## src/rtl/uart_transceiver_if.sv

```systemverilog
// rtl/uart_transceiver_if.sv - user-side TX/RX handshake bundle for uart_transceiver
interface uart_transceiver_if #(
  parameter int DATA_BITS = 8
);
  logic [DATA_BITS-1:0] tx_data;
  logic                 tx_valid;
  logic                 tx_ready;
  logic [DATA_BITS-1:0] rx_data;
  logic                 rx_valid;
  logic                 rx_ready;
  logic                 rx_frame_err;
  logic                 rx_parity_err;
  logic                 rx_overrun;

  modport master (
    output tx_data, tx_valid, rx_ready,
    input  tx_ready, rx_data, rx_valid, rx_frame_err, rx_parity_err, rx_overrun
  );

  modport slave (
    input  tx_data, tx_valid, rx_ready,
    output tx_ready, rx_data, rx_valid, rx_frame_err, rx_parity_err, rx_overrun
  );
endinterface

```

## src/rtl/uart_transceiver.sv

```systemverilog
// rtl/uart_transceiver.sv - parametrised full-duplex UART with optional parity, 1/2 stop bits and RX FIFO
module uart_transceiver #(
  parameter int DELAY_FRAMES  = 234,
  parameter int DATA_BITS     = 8,
  parameter int PARITY_MODE   = 0,
  parameter int STOP_BITS     = 1,
  parameter int RX_FIFO_DEPTH = 4
) (
  input  logic               clk,
  input  logic               rst_n,
  input  logic               uart_rx,
  output logic               uart_tx,
  uart_transceiver_if.slave  io
);
  localparam int CW = $clog2(DELAY_FRAMES + 1);
  localparam int IW = $clog2(DATA_BITS);
  localparam int AW = $clog2(RX_FIFO_DEPTH);
  localparam int EW = DATA_BITS + 2;

  localparam logic [CW-1:0] CNT_ONE    = CW'(1);
  localparam logic [CW-1:0] CNT_BIT    = CW'(DELAY_FRAMES);
  localparam logic [CW-1:0] CNT_HALF   = CW'(DELAY_FRAMES / 2);
  localparam logic [IW-1:0] IDX_ONE    = IW'(1);
  localparam logic [IW-1:0] LAST_BIT   = IW'(DATA_BITS - 1);
  localparam logic [AW-1:0] PTR_ONE    = AW'(1);
  localparam logic [AW:0]   CNT_FONE   = (AW + 1)'(1);
  localparam logic [AW:0]   FIFO_FULL  = (AW + 1)'(RX_FIFO_DEPTH);
  localparam logic          HAS_PARITY = 1'(PARITY_MODE != 0);
  localparam logic          ODD        = 1'(PARITY_MODE == 2);
  localparam logic          LAST_STOP  = 1'(STOP_BITS - 1);

  localparam logic [2:0] S_IDLE   = 3'd0;
  localparam logic [2:0] S_START  = 3'd1;
  localparam logic [2:0] S_DATA   = 3'd2;
  localparam logic [2:0] S_PARITY = 3'd3;
  localparam logic [2:0] S_STOP   = 3'd4;

  logic [2:0]           tx_state;
  logic [CW-1:0]        tx_cnt;
  logic [IW-1:0]        tx_idx;
  logic [DATA_BITS-1:0] tx_shift;
  logic                 tx_par;
  logic                 tx_stop_idx;
  logic                 tx_line;
  logic                 tx_rdy;

  always_ff @(posedge clk) begin
    if (!rst_n) begin
      tx_state    <= S_IDLE;
      tx_cnt      <= '0;
      tx_idx      <= '0;
      tx_shift    <= '0;
      tx_par      <= 1'b0;
      tx_stop_idx <= 1'b0;
      tx_line     <= 1'b1;
      tx_rdy      <= 1'b0;
    end else if (tx_state == S_IDLE) begin
      if (io.tx_valid && tx_rdy) begin
        tx_shift <= io.tx_data;
        tx_par   <= (^io.tx_data) ^ ODD;
        tx_line  <= 1'b0;
        tx_cnt   <= CNT_ONE;
        tx_rdy   <= 1'b0;
        tx_state <= S_START;
      end else begin
        tx_line <= 1'b1;
        tx_rdy  <= 1'b1;
      end
    end else if (tx_cnt != CNT_BIT) begin
      tx_cnt <= tx_cnt + CNT_ONE;
    end else begin
      tx_cnt <= CNT_ONE;
      case (tx_state)
        S_START: begin
          tx_line  <= tx_shift[0];
          tx_shift <= tx_shift >> 1;
          tx_idx   <= '0;
          tx_state <= S_DATA;
        end
        S_DATA: begin
          if (tx_idx == LAST_BIT) begin
            tx_line     <= HAS_PARITY ? tx_par : 1'b1;
            tx_stop_idx <= 1'b0;
            tx_state    <= HAS_PARITY ? S_PARITY : S_STOP;
          end else begin
            tx_line  <= tx_shift[0];
            tx_shift <= tx_shift >> 1;
            tx_idx   <= tx_idx + IDX_ONE;
          end
        end
        S_PARITY: begin
          tx_line     <= 1'b1;
          tx_stop_idx <= 1'b0;
          tx_state    <= S_STOP;
        end
        S_STOP: begin
          if (tx_stop_idx == LAST_STOP) begin
            tx_state <= S_IDLE;
            tx_rdy   <= 1'b1;
          end else begin
            tx_stop_idx <= 1'b1;
          end
        end
        default: tx_state <= S_IDLE;
      endcase
    end
  end

  logic                 rx_s1;
  logic                 rx_s2;
  logic [2:0]           rx_state;
  logic [CW-1:0]        rx_cnt;
  logic [IW-1:0]        rx_idx;
  logic [DATA_BITS-1:0] rx_shift;
  logic                 rx_par_bit;
  logic                 push;
  logic [EW-1:0]        push_entry;

  // Only the first stop bit is sampled; a second stop bit is just idle line to the receiver.
  assign push       = (rx_state == S_STOP) && (rx_cnt == CNT_BIT);
  assign push_entry = {rx_shift, ~rx_s2, HAS_PARITY & (rx_par_bit ^ (^rx_shift) ^ ODD)};

  always_ff @(posedge clk) begin
    if (!rst_n) begin
      rx_s1      <= 1'b1;
      rx_s2      <= 1'b1;
      rx_state   <= S_IDLE;
      rx_cnt     <= '0;
      rx_idx     <= '0;
      rx_shift   <= '0;
      rx_par_bit <= 1'b0;
    end else begin
      rx_s1 <= uart_rx;
      rx_s2 <= rx_s1;
      case (rx_state)
        S_IDLE: begin
          if (!rx_s2) begin
            rx_state <= S_START;
            rx_cnt   <= CNT_ONE;
          end
        end
        S_START: begin
          if (rx_cnt == CNT_HALF) begin
            rx_cnt   <= CNT_ONE;
            rx_idx   <= '0;
            rx_state <= rx_s2 ? S_IDLE : S_DATA;
          end else begin
            rx_cnt <= rx_cnt + CNT_ONE;
          end
        end
        default: begin
          if (rx_cnt != CNT_BIT) begin
            rx_cnt <= rx_cnt + CNT_ONE;
          end else begin
            rx_cnt <= CNT_ONE;
            case (rx_state)
              S_DATA: begin
                rx_shift <= {rx_s2, rx_shift[DATA_BITS-1:1]};
                if (rx_idx == LAST_BIT) rx_state <= HAS_PARITY ? S_PARITY : S_STOP;
                else                    rx_idx   <= rx_idx + IDX_ONE;
              end
              S_PARITY: begin
                rx_par_bit <= rx_s2;
                rx_state   <= S_STOP;
              end
              default: rx_state <= S_IDLE;
            endcase
          end
        end
      endcase
    end
  end

  logic [EW-1:0] mem [RX_FIFO_DEPTH];
  logic [AW-1:0] wr_ptr;
  logic [AW-1:0] rd_ptr;
  logic [AW:0]   count;
  logic [AW:0]   count_next;
  logic          rx_vld;
  logic          ovr;
  logic          pop;
  logic          full;
  logic          accept;

  assign pop    = rx_vld && io.rx_ready;
  assign full   = (count == FIFO_FULL);
  // A same-cycle pop frees the head slot, so a full FIFO can still take the frame.
  assign accept = push && (!full || pop);

  always_comb begin
    count_next = count;
    if (accept && !pop)      count_next = count + CNT_FONE;
    else if (!accept && pop) count_next = count - CNT_FONE;
  end

  always_ff @(posedge clk) begin
    if (!rst_n) begin
      for (int i = 0; i < RX_FIFO_DEPTH; i++) mem[i] <= '0;
      wr_ptr <= '0;
      rd_ptr <= '0;
      count  <= '0;
      rx_vld <= 1'b0;
      ovr    <= 1'b0;
    end else begin
      if (accept) begin
        mem[wr_ptr] <= push_entry;
        wr_ptr      <= wr_ptr + PTR_ONE;
      end
      if (pop) rd_ptr <= rd_ptr + PTR_ONE;
      count  <= count_next;
      rx_vld <= (count_next != '0);
      ovr    <= push && full && !pop;
    end
  end

  assign uart_tx       = tx_line;
  assign io.tx_ready   = tx_rdy;
  assign io.rx_valid   = rx_vld;
  assign io.rx_overrun = ovr;
  assign {io.rx_data, io.rx_frame_err, io.rx_parity_err} = mem[rd_ptr];
endmodule

```

## src/flat_wrapper.sv

```systemverilog
// flat-port wrapper written by rule: the top's interface ports become plain ports
module uart_transceiver_flat 
#(
  parameter int DELAY_FRAMES  = 234,
  parameter int DATA_BITS     = 8,
  parameter int PARITY_MODE   = 0,
  parameter int STOP_BITS     = 1,
  parameter int RX_FIFO_DEPTH = 4
)
  (clk, rst_n, uart_rx, uart_tx, io_tx_data, io_tx_valid, io_rx_ready, io_tx_ready, io_rx_data, io_rx_valid, io_rx_frame_err, io_rx_parity_err, io_rx_overrun);
  uart_transceiver_if #(.DATA_BITS(DATA_BITS)) io_i ();
  input  logic clk;
  input  logic rst_n;
  input  logic uart_rx;
  output logic uart_tx;
  input wire logic [$bits(io_i.tx_data)-1:0] io_tx_data;
  input wire logic [$bits(io_i.tx_valid)-1:0] io_tx_valid;
  input wire logic [$bits(io_i.rx_ready)-1:0] io_rx_ready;
  output wire logic [$bits(io_i.tx_ready)-1:0] io_tx_ready;
  output wire logic [$bits(io_i.rx_data)-1:0] io_rx_data;
  output wire logic [$bits(io_i.rx_valid)-1:0] io_rx_valid;
  output wire logic [$bits(io_i.rx_frame_err)-1:0] io_rx_frame_err;
  output wire logic [$bits(io_i.rx_parity_err)-1:0] io_rx_parity_err;
  output wire logic [$bits(io_i.rx_overrun)-1:0] io_rx_overrun;
  assign io_i.tx_data = io_tx_data;
  assign io_i.tx_valid = io_tx_valid;
  assign io_i.rx_ready = io_rx_ready;
  assign io_tx_ready = io_i.tx_ready;
  assign io_rx_data = io_i.rx_data;
  assign io_rx_valid = io_i.rx_valid;
  assign io_rx_frame_err = io_i.rx_frame_err;
  assign io_rx_parity_err = io_i.rx_parity_err;
  assign io_rx_overrun = io_i.rx_overrun;
  uart_transceiver #(.DELAY_FRAMES(DELAY_FRAMES), .DATA_BITS(DATA_BITS), .PARITY_MODE(PARITY_MODE), .STOP_BITS(STOP_BITS), .RX_FIFO_DEPTH(RX_FIFO_DEPTH)) u_core (.clk(clk), .rst_n(rst_n), .uart_rx(uart_rx), .uart_tx(uart_tx), .io(io_i));
endmodule
```

## config.mk

```make
export PLATFORM = sky130hd
export DESIGN_NAME = uart_transceiver_flat
export DESIGN_NICKNAME = d
export VERILOG_FILES = /design/src/rtl/uart_transceiver_if.sv /design/src/rtl/uart_transceiver.sv /design/src/flat_wrapper.sv
export SDC_FILE = /design/constraint.sdc
export NUM_CORES = 1
export LEC_CHECK = 0
export ABC_CLOCK_PERIOD_IN_PS = 3100
export BUFFER_PORTS_ARGS = -buffer_cell sky130_fd_sc_hd__buf_4
export CELL_PAD_IN_SITES_DETAIL_PLACEMENT = 1
export CELL_PAD_IN_SITES_GLOBAL_PLACEMENT = 2
export CORE_MARGIN = 5
export CORE_UTILIZATION = 40
export DETAILED_ROUTE_END_ITERATION = 8
export PLACE_DENSITY = 0.82
export SLEW_MARGIN = 20
export SYNTH_ARGS = -nofsm -noshare
export SYNTH_HDL_FRONTEND = slang
export SYNTH_SLANG_ARGS = --single-unit
export TNS_END_PERCENT = 5
```

## constraint.sdc

```tcl
create_clock -name clk -period 3.1 [get_ports clk]
set_input_delay 0.155 -clock clk [delete_from_list [all_inputs] [get_ports clk]]
set_output_delay 0.155 -clock clk [all_outputs]
set_load 0.01 [all_outputs]
```

## Word-level counts from Yosys, hierarchy flattened

Memories as Yosys holds them, arrays and structs flattened. A register that Yosys moved wholly into a read port is not among the register bits.
Cells that the tools add are included.

- Register bits: 58
- RAM bits: 36
- Input bits: 13
- Output and inout port bits: 14
- Logic and storage cells: 149
- Memories kept: 1

- Add/sub/neg operators: 8
- Equality and inequality tests: 29
- Multiplexer cells: 55
- Bitwise operators: 6
- Reductions and logical operators: 32

Memory list:

| name | words | bits a word | read ports | clocked after Yosys merged registers in | write ports | line | text |
|---|---|---|---|---|---|---|---|
| u_core.mem | 4 | 9 | 1 | 1 | 4 | uart_transceiver.sv:174 | `logic [EW-1:0] mem [RX_FIFO_DEPTH];` |

Operator list:

| operator | number |
|---|---|
| 8-bit two-way mux | 10 |
| 3-bit two-way mux | 16 |
| 8-bit one-hot mux with 2 select lines | 2 |
| 3-bit one-hot mux with 2 select lines | 4 |
| 4-bit AND reduction | 5 |
| 8-bit by 1-bit adder with 8-bit output, second input constant | 2 |
| 8-bit inequality test, second input constant | 2 |
| 3-bit equality test, second input constant | 5 |
| 1-bit two-way mux | 15 |
| 3-bit by 2-bit equality test with 1-bit output, second input constant | 4 |
| 2-bit inequality test, second input constant | 6 |
| 3-bit one-hot mux with 4 select lines | 1 |
| 3-bit by 1-bit adder with 3-bit output, second input constant | 3 |
| 9-bit two-way mux | 1 |
| 3-bit nonzero test | 3 |
| 9-bit OR reduction | 1 |
| 8-bit by 7-bit equality test with 1-bit output, second input constant | 1 |
| 8-bit equality test, second input constant | 1 |
| 1-bit logical AND | 8 |
| 2-bit two-way mux | 4 |
| 3-bit by 1-bit equality test with 1-bit output, second input constant | 2 |
| 3-bit zero test | 2 |
| 2-bit by 1-bit inequality test with 1-bit output, second input constant | 3 |
| 3-bit inequality test, second input constant | 2 |
| other kinds (15) | 27 |

## Longest topological paths before layout

Gate-level depths: netlist (run 1).

- Depth after elaboration: 9
- Mapped depth: 9
- Mapped depth without buffers: 7

## Worst setup path after synthesis (run 1)

OpenSTA, ideal clock, no wires.

- Path kind: register to register
- From: reg u_core.rx_state[0]
- To: mem u_core.mem[3][0] (netlist name), enable pin
- Setup time: 387 ps
- Arrival: 2007 ps
- Required time: 2713 ps
- Path slack: 705 ps
- Cell stages (with the launch flop): 6
- Path buffers: 1
- Period minus slack after synthesis: 2395 ps
- Path through: dfxtp_1 -> clkbuf_8 -> or3b_2 -> nor3_4 -> nand3_1 -> o21ai_0

RTL lines:

| element | line | text |
|---|---|---|
| start: declaration | uart_transceiver.sv:111 | `logic [2:0] rx_state;` |
| start signal: assignment | uart_transceiver.sv:146 | `rx_state <= rx_s2 ? S_IDLE : S_DATA;` |
| start signal: assignment | uart_transceiver.sv:159 | `if (rx_idx == LAST_BIT) rx_state <= HAS_PARITY ? S_PARITY : S_STOP;` |
| end: declaration | uart_transceiver.sv:174 |  |

==> results.md, run 1 <==
- Status: complete, no violations
- Via count: 3118
- Drt first pass iters: 4
- Max cap viols: 0
- Maximum VDD drop: 0.000227 V
- Cell with the most instances after synthesis: nor2_1
- Clk_skew: 0.00876 ns
- Die width: 115 um
- Synthesized area per cell: 10.6 sq um
- Hold path cells: 3
- WL final: 9690 um
- DP HPWL: 7080 um
- Post-synthesis cell count: 414
- Hold buffer count at cts: 1
- Non-Filler Instances: 585
- CP endpoint kind: register
- Core area: 10800 sq um
- Via/cell ratio: 5.33
- Levels on crit path: 6
- Antenna Cells: 0
- Worst-Skew Late Latency: 0.37 ns
- Post-route design area: 4900 sq um
- # nets final: 465
- Syn nets: 439
- Utilization after layout: 0.454
- CTS Sinks: 95
- Post-synth top area share: 0.269
- Critical path fanouts, max: 9
- Area leader, netlist: dfxtp_1
- Die area: 13200 sq um
- # rows: 38
- Total CTS buffers: 9
- Crit path largest cell delay: 0.47 ns
- Most area-consuming cells after synthesis: dfxtp_1 (27%), edfxtp_1 (25%), nor2_1 (5.2%), mux4_2 (4.6%), mux2i_1 (4.6%)
- Clk buf depth: 2
- Hold Crit Class: in2reg
- Initial drt markers: 125
- Dpl cells: 568
- CTS tree: built
- # H-tree levels: 3
- Pre-CTS setup slack: 0.625 ns
- RSZ-0062 raised after global routing: false
- Final GP Congestion: 0.798
- R2R depth: 6
- Top delay family on crit path: simple AND/OR/NAND/NOR gates
- Critical path, cell by cell: ha_1 > nand4b_1 > nor2_2 > nand4_1 > nor3_2 > nand2b_1
- Hold_ws: 0.0511 ns
- Initial antenna violation count: 0
- Slew HR: 0.442
- Pleak: 1.79 nW
- Area after DPL: 4690 sq um
- Setup repair bufs after CTS: 0
- Pin slew with the least headroom to its limit: 0.836 ns
- Port Buf Inserts: 25
- Clk root buf: clkbuf_8
- Grt ovf: 0
- DRC: 0
- Pin count of the biggest net entering global routing: 26
- Number of flops mapped to enable cells by yosys: 36
- Drt wl/cell: 16.6 um
- First-pass GRT wire length: 16100 um
- Clk slew on worst S/H paths: 0.09 ns
- Final setup viols: 0
- Setup TNS Final: 0 ns
- Layout cells sized above 1: 0.153
- CP required: 3.11 ns
- Cts repair resizes: 0
- Synth warn: 0
- Main synth FF type: dfxtp_1
- Mapped Area: 4390 sq um
- Post-route ant nets: 0
- Max Clk Rate: 405 MHz
- Commonest cells in the synthesized netlist: nor2_1 (61), dfxtp_1 (59), edfxtp_1 (36)
- Register bit total from synthesis: 95
- Post-synthesis async set-or-reset flop share: 0
- Top Ports: 27
- GRT Overall Usage: 0.156
- Layout area overhead: 11.7%
- Number of global-route vias before repair: 3236
- Fin crit period: 2.47 ns
- Element type at the critical path start: register
- Max-slew violation count: 0
- Final worst setup slack: 0.633 ns
- Crit path DAT: 2.48 ns
- CP max-delay cell: nand2b_1
- Synth cell types: 60
- Initial Util: 0.407
- Bufs and invs on worst path: 0
- Total power: 2.45 mW
- PD cells: 499 nW/um^2
- Crit path kind: reg2reg
- Fin. Hold Viols: 0
- Sequential fraction of the synthesis area: 0.515
- Die span in y: 115 um
- Final Cycle Share: 0.796
==> worst reg2reg max path, delay by kind of cell (launching register included) <==
kind,cells,cell delay (ns)
and+or+nand+nor,5,1.50
DFF,1,0.42
adders and majority gates,1,0.19
==> metal layers <==
layer  global-route usage  up-vias  part of all wire
li1                     -     1540                 -
met1                0.192     1538              0.45
met2                0.274       27              0.51
met3               0.0268       13             0.023
met4               0.0587        0             0.017
met5                    0        -                 0
==> placed cells by master, fill, tap and decap left out, types with 12 or more instances in the layout <==
| cell | count |
|---|---|
| nor2_1 | 61 |
| mux2i_1 | 20 |
| nand2_1 | 29 |
| buf_4 | 31 |
| ha_1 | 12 |
| o21ai_0 | 12 |
| dfxtp_1 | 59 |
| inv_1 | 18 |
| a21oi_1 | 25 |
| edfxtp_1 | 36 |
==> sequential cells by signal (all words and copies together) (netlist names), named ones only <==
name,cells
u_core.mem,36
u_core.rx_cnt,8
u_core.rx_shift,8
u_core.tx_cnt,8
u_core.tx_shift,8
u_core.count,3
u_core.rx_idx,3
u_core.rx_state,3
u_core.tx_idx,3
u_core.tx_state,3
u_core.rd_ptr,2
u_core.wr_ptr,2
u_core.io.rx_overrun,1
u_core.io.rx_valid,1
u_core.io.tx_ready,1
u_core.rx_s1,1
u_core.rx_s2,1
u_core.uart_tx,1
==> cell type report <==
cell class | instances | area, sq um
clock buffer | 12 | 145
fill | 1165 | 5890
inverter | 18 | 67.6
tap | 140 | 175
clock inverter | 4 | 55.1
timing repair buffer | 32 | 243
multi-input combinational | 284 | 1960
sequential | 95 | 2260
==> final timing paths <==
check / from / endpoint / slack (ns)
worst max-delay path: u_core.rx_cnt[1] / u_core.mem[0][4] / 0.63
worst min-delay path: io_tx_data[7] / u_core.tx_shift[7] / 0.05
worst min register to register: u_core.rx_s1 / u_core.rx_s2 / 0.43
worst max register to register: u_core.rx_cnt[1] / u_core.mem[0][4] / 0.63
==> report_power, final <==
part	leakage (nW)	internal [mW]	switching (mW)
sequential	0.820	1.35	0.0326
combinational	0.877	0.100	0.133
clock	0.0968	0.399	0.434
total	1.79	1.85	0.600
==> cells by family (layout without fill, tap and decap cells) <==
family | count (synthesis) | after routing | synth area share
XOR/XNOR | 11 | 11 | 0.0219
flip-flops | 95 | 95 | 0.515
other | 1 | 1 | 0.000854
AND/OR/NAND/NOR | 162 | 162 | 0.193
AO/OA/AOI/OAI | 69 | 69 | 0.104
multiplexers | 29 | 29 | 0.0918
buffers and inverters | 35 | 66 | 0.0390
adder cells (fa/ha/maj) | 12 | 12 | 0.0342
Power figures use the tool's default switching activity.
==> inputs of run 2 (changes only) <==
- ABC_CLOCK_PERIOD_IN_PS: 3100 -> 2400
- clock period: 3.1 -> 2.4 ns (I/O delays scaled with it)
==> run 2 against run 1 <==
  * Sequential power up 29%
  * Flip-flop and latch count unchanged
  * Global-route usage rose by 0.65 points
  * Largest power group unchanged
==> results.md, run 2 (synthesized netlist as in run 1, its figures left out) <==
- Status: complete, no violations
- Maximum VDD drop: 0.000275 V
- Layout cells sized above 1: 0.162
- # nets final: 471
- Pleak: 1.82 nW
- Via count: 3139
- Max Clk Rate: 474 MHz
- Initial antenna violation count: 0
- Layout area overhead: 12.6%
- GR met1 Demand/Resource: 0.184
- Total CTS buffers: 9
- Bufs and invs on worst path: 1
- Top Ports: 27
- Max FFs per register: 36
- Fin crit period: 2.11 ns
- Clk buf depth: 2
- # rows: 38
- Drt first pass iters: 4
- Register area: 2260 sq um
- DP HPWL: 7500 um
- Pin count of the biggest net entering global routing: 28
- WL final: 9990 um
- Initial Util: 0.407
- Via/cell ratio: 5.31
- Final setup viols: 0
- GR Util met2: 0.305
- Hold Crit Class: in2reg
- Die width: 115 um
- Top delay family on crit path: simple AND/OR/NAND/NOR gates
- # H-tree levels: 3
- Max-slew violation count: 0
- Core area: 10800 sq um
- Grt ovf: 0
- RSZ-0062 raised after global routing: false
- Final GP Congestion: 0.761
- Setup TNS Final: 0 ns
- Initial drt markers: 112
- PD cells: 629 nW/um^2
- Die span in y: 115 um
- Clk slew on worst S/H paths: 0.09 ns
- Post-route ant nets: 0
- Multi-input logic area: 1960 sq um
- Leading cell type in the layout, fill and taps excluded: nor2_1
- Clk_skew: 0.00917 ns
- Crit path kind: reg2reg
- CTS Sinks: 95
- Pin slew with the least headroom to its limit: 0.615 ns
- Drt wl/cell: 16.9 um
- Antenna Cells: 0
- GRT Overall Usage: 0.163
- Number of global-route vias before repair: 3344
- Global route hottest layer: met2
- Element type at the critical path start: register
- Port Buf Inserts: 25
- Utilization after layout: 0.458
- Met3 Resource Use GR: 0.0263
- First-pass GRT wire length: 16700 um
- CTS tree: built
- Crit path DAT: 2.18 ns
- Commonest cells after routing, fill and taps aside: nor2_1 (61), dfxtp_1 (59), buf_4 (36), edfxtp_1 (36), nand2_1 (29)
- Critical path fanouts, max: 9
- CP endpoint kind: register
- Max cap viols: 0
- Most flop-heavy register: u_core.mem
- Clk root buf: clkbuf_8
- Fin. Hold Viols: 0
- Die area: 13200 sq um
- CP max-delay cell: or3b_2
- CP required: 2.47 ns
- Crit path largest cell delay: 0.53 ns
- Slew HR: 0.587
- Final Cycle Share: 0.879
- Critical path, cell by cell: or3b_2 > nor3_4 > nand2_1 > o21ai_0 > buf_4
- Fill cells: 1198
- Worst-Skew Late Latency: 0.36 ns
- DRC: 0
run 2: changes by cell type in the layout (fill, tap and decap cells not counted), sizes merged:
cell,change
buf,+6
clkbuf,-1
clkinv,+1
run 2: area by class of cell:
class                      count  area share
sequential                    95       0.457
multi-input combinational    284       0.396
timing repair buffer          38      0.0607
tap                          140      0.0354
clock buffer                  11      0.0266
inverter                      18      0.0137
clock inverter                 5      0.0104
run 2: layer usage:
| layer | vias up | share of wire | routed length, um |
|---|---|---|---|
| met1 | 1537 | 0.42 | 4240 |
| met2 | 40 | 0.53 | 5320 |
| met5 | - | 0 | 0 |
| met4 | 0 | 0.017 | 171 |
| met3 | 15 | 0.026 | 255 |
| li1 | 1547 | - | - |
run 2: path summary, 6_finish.rpt:
kind                            cells after the start                to  slack [ns]          startpoint
worst min-delay path                                2      u_core.rx_s1        0.03               rst_n
worst max-delay path                                5  u_core.mem[1][2]        0.29  u_core.rx_state[2]
worst max register to register                      5  u_core.mem[1][2]        0.29  u_core.rx_state[2]
worst min register to register                      1      u_core.rx_s2        0.42        u_core.rx_s1
run 2: repair_timing:
item | 4_1_cts | 5_1_grt
endpoints found under the hold margin | 1 | 0
setup buffers | 0 | 0
gates resized for setup | 0 | 0
hold buffers | 1 | 0
run 2: stage by stage:
stage	hold WS, ns	power [mW]	std cells	cell area (sq um)	setup slack [ns]
floorplan	0.221	2.03	414	4390	0.00516
global placement	0.302	2.12	574	4750	0.364
detailed placement	0.311	2.14	574	4750	0.281
CTS	0.0171	3.15	591	4940	0.265
global route	0.0138	3.26	591	4940	0.105
finish	0.0309	3.11	591	4940	0.292
run 2: power by group:
part	total (mW)	switching, mW	internal [mW]
combinational	0.311	0.175	0.136
clock	1.02	0.539	0.476
sequential	1.78	0.0429	1.74
total	3.11	0.757	2.35
==> inputs of run 3 (changes only) <==
- CORE_ASPECT_RATIO: default -> 1.4
==> run 3 against run 2 <==
  * Die area is 0.23% higher
  * Cell count stayed put
  * Largest power group unchanged
  * Worst setup slack worse by 0.059 ns
  * Wire length is 4.1% higher
  * Final area is 1.8% higher
  * Clock skew hardly changed
  * Non-clock buffer count is 1 lower
  * Sequential share of layout area is 0.81 points lower
  * Critical path depth stayed put
  * Sequential power hardly changed
==> results.md, run 3 (synthesized netlist as in run 1, its figures left out) <==
- Antenna Cells: 0
- # H-tree levels: 3
- Number of global-route vias before repair: 3439
- P_int: 2.68 mW
- CP endpoint kind: register
- Drt wl/cell: 17.6 um
- Pleak: 1.86 nW
- Max Clk Rate: 461 MHz
- CTS Sinks: 95
- Element type at the critical path start: register
- Final Cycle Share: 0.903
- Clock Power Share: 0.402
- Commonest cells after routing, fill and taps aside: nor2_1 (61), dfxtp_1 (59), buf_4 (36), edfxtp_1 (36), nand2_1 (29)
- Layout cells sized above 1: 0.164
- Post-route ant nets: 0
- Final setup viols: 0
- Via count: 3166
- CTS tree: built
- Pre-CTS setup slack: 0.223 ns
- Clk root buf: clkbuf_16
- Via/cell ratio: 5.36
- Crit path DAT: 2.21 ns
- Sequential group share of total power: 0.510
- Top Ports: 27
- Clk buf depth: 2
- Core area: 10800 sq um
- Setup TNS Final: 0 ns
- Die width: 98.5 um
- Initial Util: 0.406
- Hold path cells: 3
- Final GP Congestion: 0.790
- WL final: 10400 um
- Initial antenna violation count: 0
- Max-slew violation count: 0
- # rows: 45
- Pin slew with the least headroom to its limit: 0.633 ns
- Worst-Skew Late Latency: 0.34 ns
- Die span in y: 134 um
- Clk_skew: 0.00873 ns
- Clk slew on worst S/H paths: 0.07 ns
- DRC: 0
- Hold Crit Class: in2reg
- Critical path fanouts, max: 9
- DP HPWL: 7770 um
- RSZ-0062 raised after global routing: false
- Maximum VDD drop: 0.000353 V
- R2R depth: 5
- Pin count of the biggest net entering global routing: 27
- Final worst setup slack: 0.232 ns
- Levels on crit path: 5
- R2r setup slk: 0.23 ns
- GRT Overall Usage: 0.164
- Die area: 13200 sq um
- Status: complete, no violations
- Crit path kind: reg2reg
- Switching part of the total: 0.235
- Switching Power: 0.826 mW
- Total CTS buffers: 9
- Logic pwr share: 0.089
- Max cap viols: 0
- Initial drt markers: 99
- Max FFs per register: 36
- First-pass GRT wire length: 17200 um
- Setup repair bufs after CTS: 0
- CP max-delay cell: or3b_2
- Fin. Hold Viols: 0
- Port Buf Inserts: 25
- Top delay family on crit path: simple AND/OR/NAND/NOR gates
- CP required: 2.44 ns
- Most flop-heavy register: u_core.mem
- PD cells: 697 nW/um^2
- Critical path, cell by cell: or3b_2 > nor3_4 > nand3_1 > o21ai_0 > buf_4
- Leading cell type in the layout, fill and taps excluded: nor2_1
- Slew HR: 0.578
- Crit path largest cell delay: 0.54 ns
- Layout area overhead: 14.6%
- Bufs and invs on worst path: 1
- Grt ovf: 0
- # nets final: 470
- Fin crit period: 2.17 ns
- Drt first pass iters: 4
run 3: changes by cell type in the layout (fill, tap and decap cells not counted), sizes merged:
cell | before | now
buf | 37 | 36
clkbuf | 11 | 10
inv | 18 | 19
run 3: worst paths after layout:
check	to	start
setup reg to reg	u_core.mem[3][2]	u_core.rx_state[2]
hold reg to reg	u_core.rx_s2	u_core.rx_s1
hold / removal	u_core.tx_shift[7]	io_tx_data[7]
setup / recovery	u_core.mem[3][2]	u_core.rx_state[2]
run 3: per-layer routing:
metal / GRT usage / vias up / part of all wire
met2: 0.315 / 34 / 0.57
met5: 0 / - / 0
met1: 0.173 / 1566 / 0.38
met3: 0.0260 / 15 / 0.019
li1: - / 1551 / -
met4: 0.0774 / 0 / 0.031
run 3: metrics by stage:
stage          cells  power, mW  cell area [sq um]   util  hold WS, ns
2_1_floorplan    414       2.03               4390      -        0.221
3_3_place_gp     574       2.12               4730  0.438        0.306
3_5_place_dp     574       2.14               4730  0.438        0.321
4_1_cts          591       3.55               5030  0.466       0.0434
5_1_grt          591       3.66               5030  0.466       0.0481
6_report         591       3.51               5030  0.466       0.0508
run 3: cell type report:
type,instances,area (sq um)
clock buffer,10,229
clock inverter,6,61.3
fill,1230,5780
inverter,18,67.6
multi-input combinational,284,1960
sequential,95,2260
tap,141,176
timing repair buffer,37,280
run 3: worst register-to-register path, cell delays in order (launching register included):
cell,delay (ns)
dfxtp_1,0.45
or3b_2,0.54
nor3_4,0.25
nand3_1,0.17
o21ai_0,0.22
buf_4,0.24
run 3: repair_timing:
item,in CTS,in global routing
endpoints found under the hold margin,1,0
endpoints found under the setup margin,0,0
hold buffers,1,0
resized for setup,0,0
run 3: power by group through the flow:
stage	clock [mW]	sequential, mW	combinational [mW]
global route	1.52	1.79	0.347
floorplan	0	1.81	0.222
global placement	0	1.82	0.302
detailed placement	0	1.82	0.314
finish	1.41	1.79	0.311
CTS	1.45	1.79	0.316
